## src/rtl/mp_addsub_pkg.sv

```systemverilog
// rtl/mp_addsub_pkg.sv - shared types, constants and helpers for the multi-precision add/sub sequencer
package mp_addsub_pkg;

    localparam int BYTE_W = 8;

    typedef enum logic [1:0] {
        IDLE = 2'd0,
        RUN  = 2'd1,
        DONE = 2'd2
    } state_t;

    // Counter width for an index over n items; never returns 0 so a
    // single-byte build still gets a legal one-bit index register.
    function automatic int clog2_nz(input int n);
        int r;
        r = 0;
        for (int i = 0; i < 31; i++) begin
            if ((1 << i) < n) begin
                r = i + 1;
            end
        end
        return (r < 1) ? 1 : r;
    endfunction

endpackage

```

## src/rtl/addsub_slice8.sv

```systemverilog
// rtl/addsub_slice8.sv - combinational 8-bit add/sub slice with carry in/out
//
// Ports:
//   a    : first operand byte
//   b    : second operand byte (inverted when sub=1)
//   sub  : 1 inverts b so that a + ~b + cin forms a subtraction step
//   cin  : carry in from the previous byte
//   s    : sum byte
//   cout : carry out to the next byte
module addsub_slice8
    import mp_addsub_pkg::*;
(
    input  logic [BYTE_W-1:0] a,
    input  logic [BYTE_W-1:0] b,
    input  logic              sub,
    input  logic              cin,
    output logic [BYTE_W-1:0] s,
    output logic              cout
);

    logic [BYTE_W-1:0] xb;

    assign xb = b ^ {BYTE_W{sub}};
    assign {cout, s} = {1'b0, a} + {1'b0, xb} + {{BYTE_W{1'b0}}, cin};

endmodule

```

## src/rtl/mp_addsub_seq.sv

```systemverilog
// rtl/mp_addsub_seq.sv - byte-serial multi-precision add/sub sequencer with valid/ready handshakes
//
// Ports:
//   clk, rst             : clock and synchronous active-high reset
//   in_valid / in_ready  : operand handshake; in_ready is high only in IDLE
//   in_a, in_b, in_sub   : operands and operation select (1 = a-b, 0 = a+b)
//   out_valid/out_ready  : result handshake; result held until accepted
//   out_s                : W-bit result modulo 2^W
//   out_co               : add carry out, or borrow (a < b unsigned) for sub
//   out_ofl              : signed two's-complement overflow
//   busy                 : high whenever the sequencer is not IDLE
module mp_addsub_seq
    import mp_addsub_pkg::*;
#(
    parameter  int NBYTES = 4,
    localparam int W      = NBYTES * BYTE_W
) (
    input  logic         clk,
    input  logic         rst,
    input  logic         in_valid,
    output logic         in_ready,
    input  logic [W-1:0] in_a,
    input  logic [W-1:0] in_b,
    input  logic         in_sub,
    output logic         out_valid,
    input  logic         out_ready,
    output logic [W-1:0] out_s,
    output logic         out_co,
    output logic         out_ofl,
    output logic         busy
);

    localparam int            IW       = clog2_nz(NBYTES);
    localparam logic [IW-1:0] LAST_IDX = IW'(NBYTES - 1);

    state_t state_q, state_d;

    logic [NBYTES-1:0][BYTE_W-1:0] a_q, b_q, s_q;
    logic                          sub_q;
    logic                          carry_q;
    logic [IW-1:0]                 idx_q;
    logic                          co_q, ofl_q;

    logic              accept;
    logic              last_byte;
    logic [BYTE_W-1:0] slice_s;
    logic              slice_cout;
    logic              xb_msb;

    assign accept    = in_valid && (state_q == IDLE);
    assign last_byte = (idx_q == LAST_IDX);

    addsub_slice8 u_slice (
        .a    (a_q[idx_q]),
        .b    (b_q[idx_q]),
        .sub  (sub_q),
        .cin  (carry_q),
        .s    (slice_s),
        .cout (slice_cout)
    );

    // State register
    always_ff @(posedge clk) begin
        if (rst) begin
            state_q <= IDLE;
        end else begin
            state_q <= state_d;
        end
    end

    // Next-state logic
    always_comb begin
        state_d = state_q;
        case (state_q)
            IDLE:    if (accept)    state_d = RUN;
            RUN:     if (last_byte) state_d = DONE;
            DONE:    if (out_ready) state_d = IDLE;
            default:                state_d = IDLE;
        endcase
    end

    // Output logic
    always_comb begin
        in_ready  = (state_q == IDLE);
        out_valid = (state_q == DONE);
        busy      = (state_q != IDLE);
    end

    // Datapath: operands only load in IDLE, so in_b/in_sub activity while
    // busy cannot disturb the running operation.
    assign xb_msb = b_q[NBYTES-1][BYTE_W-1] ^ sub_q;

    always_ff @(posedge clk) begin
        if (rst) begin
            a_q     <= '0;
            b_q     <= '0;
            s_q     <= '0;
            sub_q   <= 1'b0;
            carry_q <= 1'b0;
            idx_q   <= '0;
            co_q    <= 1'b0;
            ofl_q   <= 1'b0;
        end else begin
            case (state_q)
                IDLE: begin
                    if (accept) begin
                        a_q     <= in_a;
                        b_q     <= in_b;
                        sub_q   <= in_sub;
                        // Seeding the carry with sub supplies the +1 of a + ~b + 1.
                        carry_q <= in_sub;
                        idx_q   <= '0;
                    end
                end
                RUN: begin
                    s_q[idx_q] <= slice_s;
                    carry_q    <= slice_cout;
                    if (last_byte) begin
                        idx_q <= '0;
                        // Subtraction carry out is the inverse of borrow.
                        co_q  <= slice_cout ^ sub_q;
                        ofl_q <= (a_q[NBYTES-1][BYTE_W-1] & xb_msb & ~slice_s[BYTE_W-1]) |
                                 (~a_q[NBYTES-1][BYTE_W-1] & ~xb_msb & slice_s[BYTE_W-1]);
                    end else begin
                        idx_q <= idx_q + IW'(1);
                    end
                end
                default: ;
            endcase
        end
    end

    assign out_s   = s_q;
    assign out_co  = co_q;
    assign out_ofl = ofl_q;

endmodule

```

## config.mk

```make
export PLATFORM = sky130hd
export DESIGN_NAME = mp_addsub_seq
export DESIGN_NICKNAME = d
export VERILOG_FILES = /design/src/rtl/mp_addsub_pkg.sv /design/src/rtl/addsub_slice8.sv /design/src/rtl/mp_addsub_seq.sv
export SDC_FILE = /design/constraint.sdc
export NUM_CORES = 1
export LEC_CHECK = 0
export CAP_MARGIN = 20
export CORE_MARGIN = 2
export CORE_UTILIZATION = 35
export CTS_CLUSTER_SIZE = 25
export DETAILED_ROUTE_END_ITERATION = 10
export GPL_TIMING_DRIVEN = 0
export HOLD_SLACK_MARGIN = 0.06
export SLEW_MARGIN = 10
export SYNTH_ARGS = -nofsm -noshare
export SYNTH_HDL_FRONTEND = slang
export SYNTH_SLANG_ARGS = --single-unit
```

## constraint.sdc

```tcl
create_clock -name clk -period 6.8 [get_ports clk]
set_input_delay 1.36 -clock clk [delete_from_list [all_inputs] [get_ports clk]]
set_output_delay 1.36 -clock clk [all_outputs]
set_load 0.01 [all_outputs]
```

==> run metrics, run 1 <==
switching share of power=25.68%; commonest non-fill, non-tap cells in the layout=sky130_fd_sc_hd__nand2_1 (169), sky130_fd_sc_hd__dfxtp_1 (104), sky130_fd_sc_hd__clkdlybuf4s50_1 (104); detailed-route vias per instance=4.900; Iter 0 DRT Violations=approximately 190; # hold bufs at CTS=0; pin count of the biggest net entering global routing=17; standard-cell rows=41; final count of hold timing violations=0; register-to-register setup slack=3.18 ns; nets in the synthesized netlist=roughly 620; GRT Overall Usage=a little under a fifth; IR drop worst, VDD=0.1342 mV; fraction of met1 tracks used by global routing=~23%; number of global-route vias before repair=approximately 4,300; Initial Util=between 30% and 40%; Avg Synthesized Cell Area=roughly 8.4 µm²; Max-Cap Viols=0; number of buffers inserted to repair setup after CTS=0; slew at the pin closest to its max-slew limit=slightly above 0.6 ns; clock root buffer master=sky130_fd_sc_hd__clkbuf_16; total number of H-tree levels=3; io pins=roughly 110; Routed Wire Length=12,230 µm; Floorplan Core Area=0.01267 mm²; die boundary height=around 120 µm; Setup Crit Path Kind=reg -> reg; total number of clock tree sinks=104; met3 usage=~3.1%; first-pass iteration count of the detailed router=4; worst hold path type=reg -> reg; fraction of final layout cells sized beyond drive strength 1=approximately 5.7%; global placement routability congestion=0.8328; number of distinct library cells after synthesis=38; achievable clock frequency=0.2764 GHz; Final WS setup=between 3 and 4 ns; clock tree from TritonCTS=done; startpoint type of the worst setup path=flip-flop; leading cell type in the layout, fill and taps excluded=sky130_fd_sc_hd__nand2_1; Worst Path Arrival=3.88 ns; detailed-route DRC error count=0; worst slew margin relative to its limit=about three fifths; time the final worst path needs with I/O delays and setup=approximately 3.6 ns; number of I/O port buffers=between 100 and 150; total CTS buffers=9; part of the total power dissipated in the clock network=38.4%; met2 usage=between 30% and 40%; CP Data Required Time=slightly above 7 ns; power density of the placed cells=around 240 mW/mm²; combinational share of power=17.1%; post-detailed-route count of antenna-violating nets=0; Clock Latency Late Sink=roughly 0.34 ns; top cells by area, synth=sky130_fd_sc_hd__dfxtp_1 (46%), sky130_fd_sc_hd__nand2_1 (14%), sky130_fd_sc_hd__a21oi_1 (10%); sequential fraction of design power=between 40% and 50%; Pleak=approximately 2.3 nW; DR WL/cell=14.68 µm; number of inserted diodes=0; cell-internal power=around 1.1 mW; final worst clock skew=about 0.0083 ns; global-route wire length before repair=20,510 µm; total number of vias=around 4,100; result of the run=finished, final reports clean; placed cell areas=~0.0058 mm²; buffer levels on the longest clock path=2; top cell type's share of synthesized area=a little under half; yosys warns=0; Horiz. Die Dim=between 100 and 150 µm; final HPWL from detailed placement=about 9500 µm; Filler Cell Count=between 1,000 and 1,500; global route overflow=0; area of the die=about 0.014 mm²; RSZ-0062 raised after global routing=no; cell taking the most area after synthesis=sky130_fd_sc_hd__dfxtp_1; Max Transition Viols Final=0; busiest layer in global routing=met2; Post-Route Setup TNS=0 ns; number of instances resized during post-cts repair=0; synthesized area=around 0.0045 mm²; flip-flop and latch count after synthesis=between 100 and 150; setup slack at placement=3.151 ns; Clock Pin Slew Worst Setup and Hold Paths=around 0.07 ns; setup violation total in the final timing report=0; Post-Synthesis Cells=between 500 and 600; initial antenna violation count=0; ratio of final minimum period to clock period=roughly 53%; final layout net count=between 700 and 800; critical path capture point type=flip-flop; share of the yosys chip area belonging to registers=a little under half; Final Instance Area=~0.0061 mm²; net switching power of the design=380.1 µW; layout-stage area growth over the synthesis result=34.90%; Max Fanout on Critical Path=10
-- cells in the mapped netlist --
cell type / count
sky130_fd_sc_hd__nand2_1: 169
sky130_fd_sc_hd__dfxtp_1: 104
sky130_fd_sc_hd__a21oi_1: 92
sky130_fd_sc_hd__clkbuf_1: 26
sky130_fd_sc_hd__nor2_1: 21
sky130_fd_sc_hd__mux4_2: 16
sky130_fd_sc_hd__a211oi_1: 13
sky130_fd_sc_hd__ha_1: 11
sky130_fd_sc_hd__nand3_1: 11
sky130_fd_sc_hd__inv_1: 10
sky130_fd_sc_hd__xor2_1: 8
sky130_fd_sc_hd__buf_1: 7
sky130_fd_sc_hd__nor2b_1: 6
sky130_fd_sc_hd__and2_1: 5
sky130_fd_sc_hd__o21ai_0: 5
sky130_fd_sc_hd__buf_2: 4
sky130_fd_sc_hd__nand2b_1: 4
sky130_fd_sc_hd__or3_1: 4
sky130_fd_sc_hd__a31oi_1: 2
sky130_fd_sc_hd__fa_1: 2
sky130_fd_sc_hd__nand3b_1: 2
sky130_fd_sc_hd__o2111a_1: 2
sky130_fd_sc_hd__o21a_1: 2
sky130_fd_sc_hd__xnor2_1: 2
sky130_fd_sc_hd__a21o_1: 1
sky130_fd_sc_hd__a221oi_1: 1
sky130_fd_sc_hd__a22o_1: 1
sky130_fd_sc_hd__nor2b_4: 1
sky130_fd_sc_hd__nor3_1: 1
sky130_fd_sc_hd__nor4b_1: 1
sky130_fd_sc_hd__o211a_1: 1
sky130_fd_sc_hd__o211ai_1: 1
sky130_fd_sc_hd__o21bai_1: 1
sky130_fd_sc_hd__o311ai_0: 1
sky130_fd_sc_hd__o311ai_1: 1
sky130_fd_sc_hd__o31a_1: 1
sky130_fd_sc_hd__o31a_2: 1
sky130_fd_sc_hd__or3_2: 1
-- power groups by stage --
stage / registers (mW) / logic (mW) / clock network (mW)
2_1_floorplan: 0.670 / 0.149 / 0
3_3_place_gp: 0.670 / 0.249 / 0
3_5_place_dp: 0.672 / 0.254 / 0
4_1_cts: 0.658 / 0.255 / 0.574
5_1_grt: 0.661 / 0.282 / 0.596
6_report: 0.658 / 0.253 / 0.569
-- worst max-delay path, cell delays in order (launching register included) --
cell,delay (ns)
sky130_fd_sc_hd__dfxtp_1,0.36
sky130_fd_sc_hd__clkbuf_1,0.48
sky130_fd_sc_hd__buf_1,0.52
sky130_fd_sc_hd__mux4_2,0.32
sky130_fd_sc_hd__inv_1,0.05
sky130_fd_sc_hd__fa_1,0.44
sky130_fd_sc_hd__fa_1,0.44
sky130_fd_sc_hd__nor2b_1,0.19
sky130_fd_sc_hd__o31a_1,0.21
sky130_fd_sc_hd__o2111a_1,0.25
sky130_fd_sc_hd__o21ai_0,0.10
sky130_fd_sc_hd__a31oi_1,0.18
-- cell families after synthesis --
group | share of synthesized area [%]
flip-flops | 45.80
AND/OR/NAND/NOR | 20.62
adder cells (fa/ha/maj) | 3.909
buffers and inverters | 3.991
XOR/XNOR | 1.927
multiplexers | 7.927
AO/OA/AOI/OAI | 15.83
-- sequential cells by signal, indices dropped and copies added, names as in the netlist --
signal and cells:
b_q 32, state_q 2, a_q 32, idx_q 2, sub_q 1, carry_q 1, out_s 32, out_co 1
out_ofl 1
-- final timing paths --
check                   startpoint              endpoint  depth (start not counted)
max          idx_q[1]$_SDFFE_PP0P_  carry_q$_SDFFE_PP0P_                         11
min            b_q[2]$_SDFFE_PP0P_   b_q[2]$_SDFFE_PP0P_                          2
max reg2reg  idx_q[1]$_SDFFE_PP0P_  carry_q$_SDFFE_PP0P_                         11
min reg2reg    b_q[2]$_SDFFE_PP0P_   b_q[2]$_SDFFE_PP0P_                          2
-- through the flow --
stage	util (%)	power (mW)	cells	hold slack [ns]
6_report	48.40	1.480	833	0.4562
3_5_place_dp	45.79	0.9255	818	0.4472
3_3_place_gp	45.79	0.9197	818	0.4410
5_1_grt	48.40	1.539	833	0.4734
4_1_cts	48.40	1.487	833	0.4568
2_1_floorplan	-	0.8181	542	0.4331
-- per-layer routing --
layer	vias up	wire length [µm]
met1	1906	5666
met5	-	0
li1	2060	-
met2	101	5841
met4	0	180
met3	15	536
-- area by class of cell --
| cell class | instances | area, µm² | share of cell area [%] |
|---|---|---|---|
| timing repair buffer | 104 | 1041 | 16.98 |
| tap | 172 | 215.2 | 3.509 |
| multi-input combinational | 391 | 2282 | 37.22 |
| clock inverter | 4 | 77.57 | 1.265 |
| clock buffer | 11 | 252.7 | 4.122 |
| sequential | 104 | 2082 | 33.95 |
| inverter | 10 | 37.54 | 0.6121 |
| buffer | 37 | 143.9 | 2.346 |
Note: power is estimated with default switching activity, not from simulation.
==> run 2: changes to the inputs <==
==> constraint.sdc (replaced) <==
create_clock -name clk -period 3.35 [get_ports clk]
set_input_delay 0.67 -clock clk [delete_from_list [all_inputs] [get_ports clk]]
set_output_delay 0.67 -clock clk [all_outputs]
set_load 0.01 [all_outputs]
==> run 2 against run 1 <==
Compared with the run above: fmax up 14%; via count fell by 0.34%; total power grew 100%; sequential power rose by 100%; worst setup slack worse by 3.0 ns; sequential share of layout area down 0.14 points; wire length shrank 0.28%; cell count is the same; hold slack hardly changed; core utilization increased by 0.21 points; final area up 0.43%; largest cell class unchanged; largest power group unchanged.
==> run metrics, run 2 (synthesized netlist as in run 1, its figures left out) <==
Filler Cell Count=1,269 (-0.079%); combinational share of power=17.3% (+0.2 points); Routed Wire Length=12,190 µm (-0.28%); number of global-route vias before repair=4,275 (+0.45%); buffer levels on the longest clock path=2 (unchanged); first-pass iteration count of the detailed router=4 (unchanged); global-route wire length before repair=20,560 µm (+0.20%); achievable clock frequency=0.3156 GHz (+14%); CP Data Required Time=3.62 ns (-3.44 ns); power density of the placed cells=489.2 mW/mm² (+100%); Max Transition Viols Final=0 (unchanged); sequential fraction of design power=44.3% (-0.2 points); Max Fanout on Critical Path=10 (unchanged); total number of vias=4,068 (-0.34%); io pins=106 (unchanged); Post-Route Setup TNS=0 ns (unchanged); standard-cell rows=41 (unchanged); detailed-route vias per instance=4.884 (-0.34%); GRT Overall Usage=18.04% (+0.031 points); cell-internal power=2.238 mW (+100%); worst hold slack across all endpoints=0.4564 ns (+0.0002580 ns); Horiz. Die Dim=118.0 µm (unchanged); final count of hold timing violations=0 (unchanged); global placement routability congestion=0.8328 (unchanged); DR WL/cell=14.64 µm (-0.28%); buffers and inverters on the worst path=1 (-2); Max-Cap Viols=0 (unchanged); die boundary height=118.0 µm (unchanged); slowest cell delay on critical path=0.52 ns (about the same); # hold bufs at CTS=0 (unchanged); placed cell areas=0.005802 mm² (unchanged); clock root buffer master=sky130_fd_sc_hd__clkbuf_16; Pleak=2.267 nW (+0.60%); worst slew margin relative to its limit=58.91% (about the same); critical-path cell list=buf_6 -> mux4_2 -> xnor2_1 -> fa_2 -> fa_1 -> nor2b_1 -> o31a_1 -> o2111a_1 -> o21ai_0 -> a31oi_1; global route overflow=0 (unchanged); initial antenna violation count=0 (unchanged); Worst Path Arrival=3.43 ns (-0.45 ns); Iter 0 DRT Violations=191 (+2.7%); Initial Util=35.87% (unchanged); clock tree from TritonCTS=done; IR drop worst, VDD=0.2744 mV (+100%); final worst clock skew=0.01028 ns (+0.002022 ns); pin count of the biggest net entering global routing=17 (unchanged); ratio of final minimum period to clock period=94.58% (+41 points); Final Instance Area=0.006158 mm² (+0.43%); Clock Latency Late Sink=0.34 ns (about the same); area of the die=0.01391 mm² (unchanged); detailed-route DRC error count=0 (unchanged); post-detailed-route count of antenna-violating nets=0 (unchanged); number of buffers inserted to repair setup after CTS=0 (unchanged); Setup Crit Path Kind=reg -> reg; switching share of power=25.71% (about the same); result of the run=finished, final reports clean; layout-stage area growth over the synthesis result=35.48%; commonest non-fill, non-tap cells in the layout=sky130_fd_sc_hd__nand2_1 (169), sky130_fd_sc_hd__dfxtp_1 (104), sky130_fd_sc_hd__clkdlybuf4s50_1 (104); number of inserted diodes=0 (unchanged); final HPWL from detailed placement=9491 µm (unchanged); slew at the pin closest to its max-slew limit=0.6163 ns (+0.0004240 ns); leading cell type in the layout, fill and taps excluded=sky130_fd_sc_hd__nand2_1; fraction of final layout cells sized beyond drive strength 1=6.505% (+0.76 points); Clock Pin Slew Worst Setup and Hold Paths=0.07 ns (about the same); critical path capture point type=flip-flop; kind of cell adding the most delay to the critical path=adder cells; non-filler instance count after layout=833 (unchanged); Floorplan Core Area=0.01267 mm² (unchanged); time the final worst path needs with I/O delays and setup=3.169 ns (-0.4497 ns); setup violation total in the final timing report=0 (unchanged); total number of H-tree levels=3 (unchanged); Tot Pwr=3.013 mW (+100%); worst hold path type=reg -> reg; RSZ-0062 raised after global routing=no; final layout net count=739 (unchanged); startpoint type of the worst setup path=flip-flop; Placed Cells=818 (unchanged); slowest stage cell, crit path=sky130_fd_sc_hd__mux4_2; total CTS buffers=9 (unchanged); part of the total power dissipated in the clock network=38.4% (about the same); net switching power of the design=774.5 µW (+100%); total number of clock tree sinks=104 (unchanged); number of I/O port buffers=104 (unchanged)
==> run 2: final timing paths <==
check / startpoint / end / slack [ns] / cells past startpoint
max: idx_q[0]$_SDFFE_PP0P_ / carry_q$_SDFFE_PP0P_ / 0.18 / 10
min: b_q[2]$_SDFFE_PP0P_ / b_q[2]$_SDFFE_PP0P_ / 0.46 / 2
max reg2reg: idx_q[0]$_SDFFE_PP0P_ / carry_q$_SDFFE_PP0P_ / 0.18 / 10
min reg2reg: b_q[2]$_SDFFE_PP0P_ / b_q[2]$_SDFFE_PP0P_ / 0.46 / 2
==> run 2: final cells by class <==
type	instances	area, µm²	share of cell area (%)
inverter	10	37.54	0.6095
buffer	37	155.1	2.519
tap	172	215.2	3.495
timing repair buffer	104	1041	16.90
multi-input combinational	391	2297	37.30
clock inverter	4	77.57	1.260
sequential	104	2082	33.81
clock buffer	11	252.7	4.104
==> run 2: timing repair <==
item                       in CTS  in global routing
pin swaps                       0                  0
setup endpoints to repair      23                 11
resized for setup               5                  3
==> run 2: power by group through the flow <==
stage	Sequential [mW]	Clock [mW]	Combinational [mW]
after detailed placement	1.36	0	0.515
after CTS	1.34	1.16	0.522
after floorplan	1.36	0	0.302
final	1.34	1.16	0.521
after global placement	1.36	0	0.506
after global routing	1.34	1.21	0.580
==> run 2: metal layers <==
metal,vias to the layer above,wire [µm],GRT usage [%]
li1,2062,-,-
met1,1895,5575,22.79
met2,98,5905,30.78
met3,13,536,3.101
met4,0,175,6.777
met5,-,0,0
==> run 2: tightest hold or removal path, cell delays in order, from the launching register on <==
cell                      delay, ns
sky130_fd_sc_hd__dfxtp_1       0.31
sky130_fd_sc_hd__nand2_1       0.05
sky130_fd_sc_hd__a21oi_1       0.05
==> run 2: through the flow <==
step	util, %	setup slack (ns)
after floorplan	-	0.3366
after global placement	45.79	-0.2782
after detailed placement	45.79	-0.2994
after CTS	48.51	0.04232
after global routing	48.60	0.02112
final	48.60	0.1814
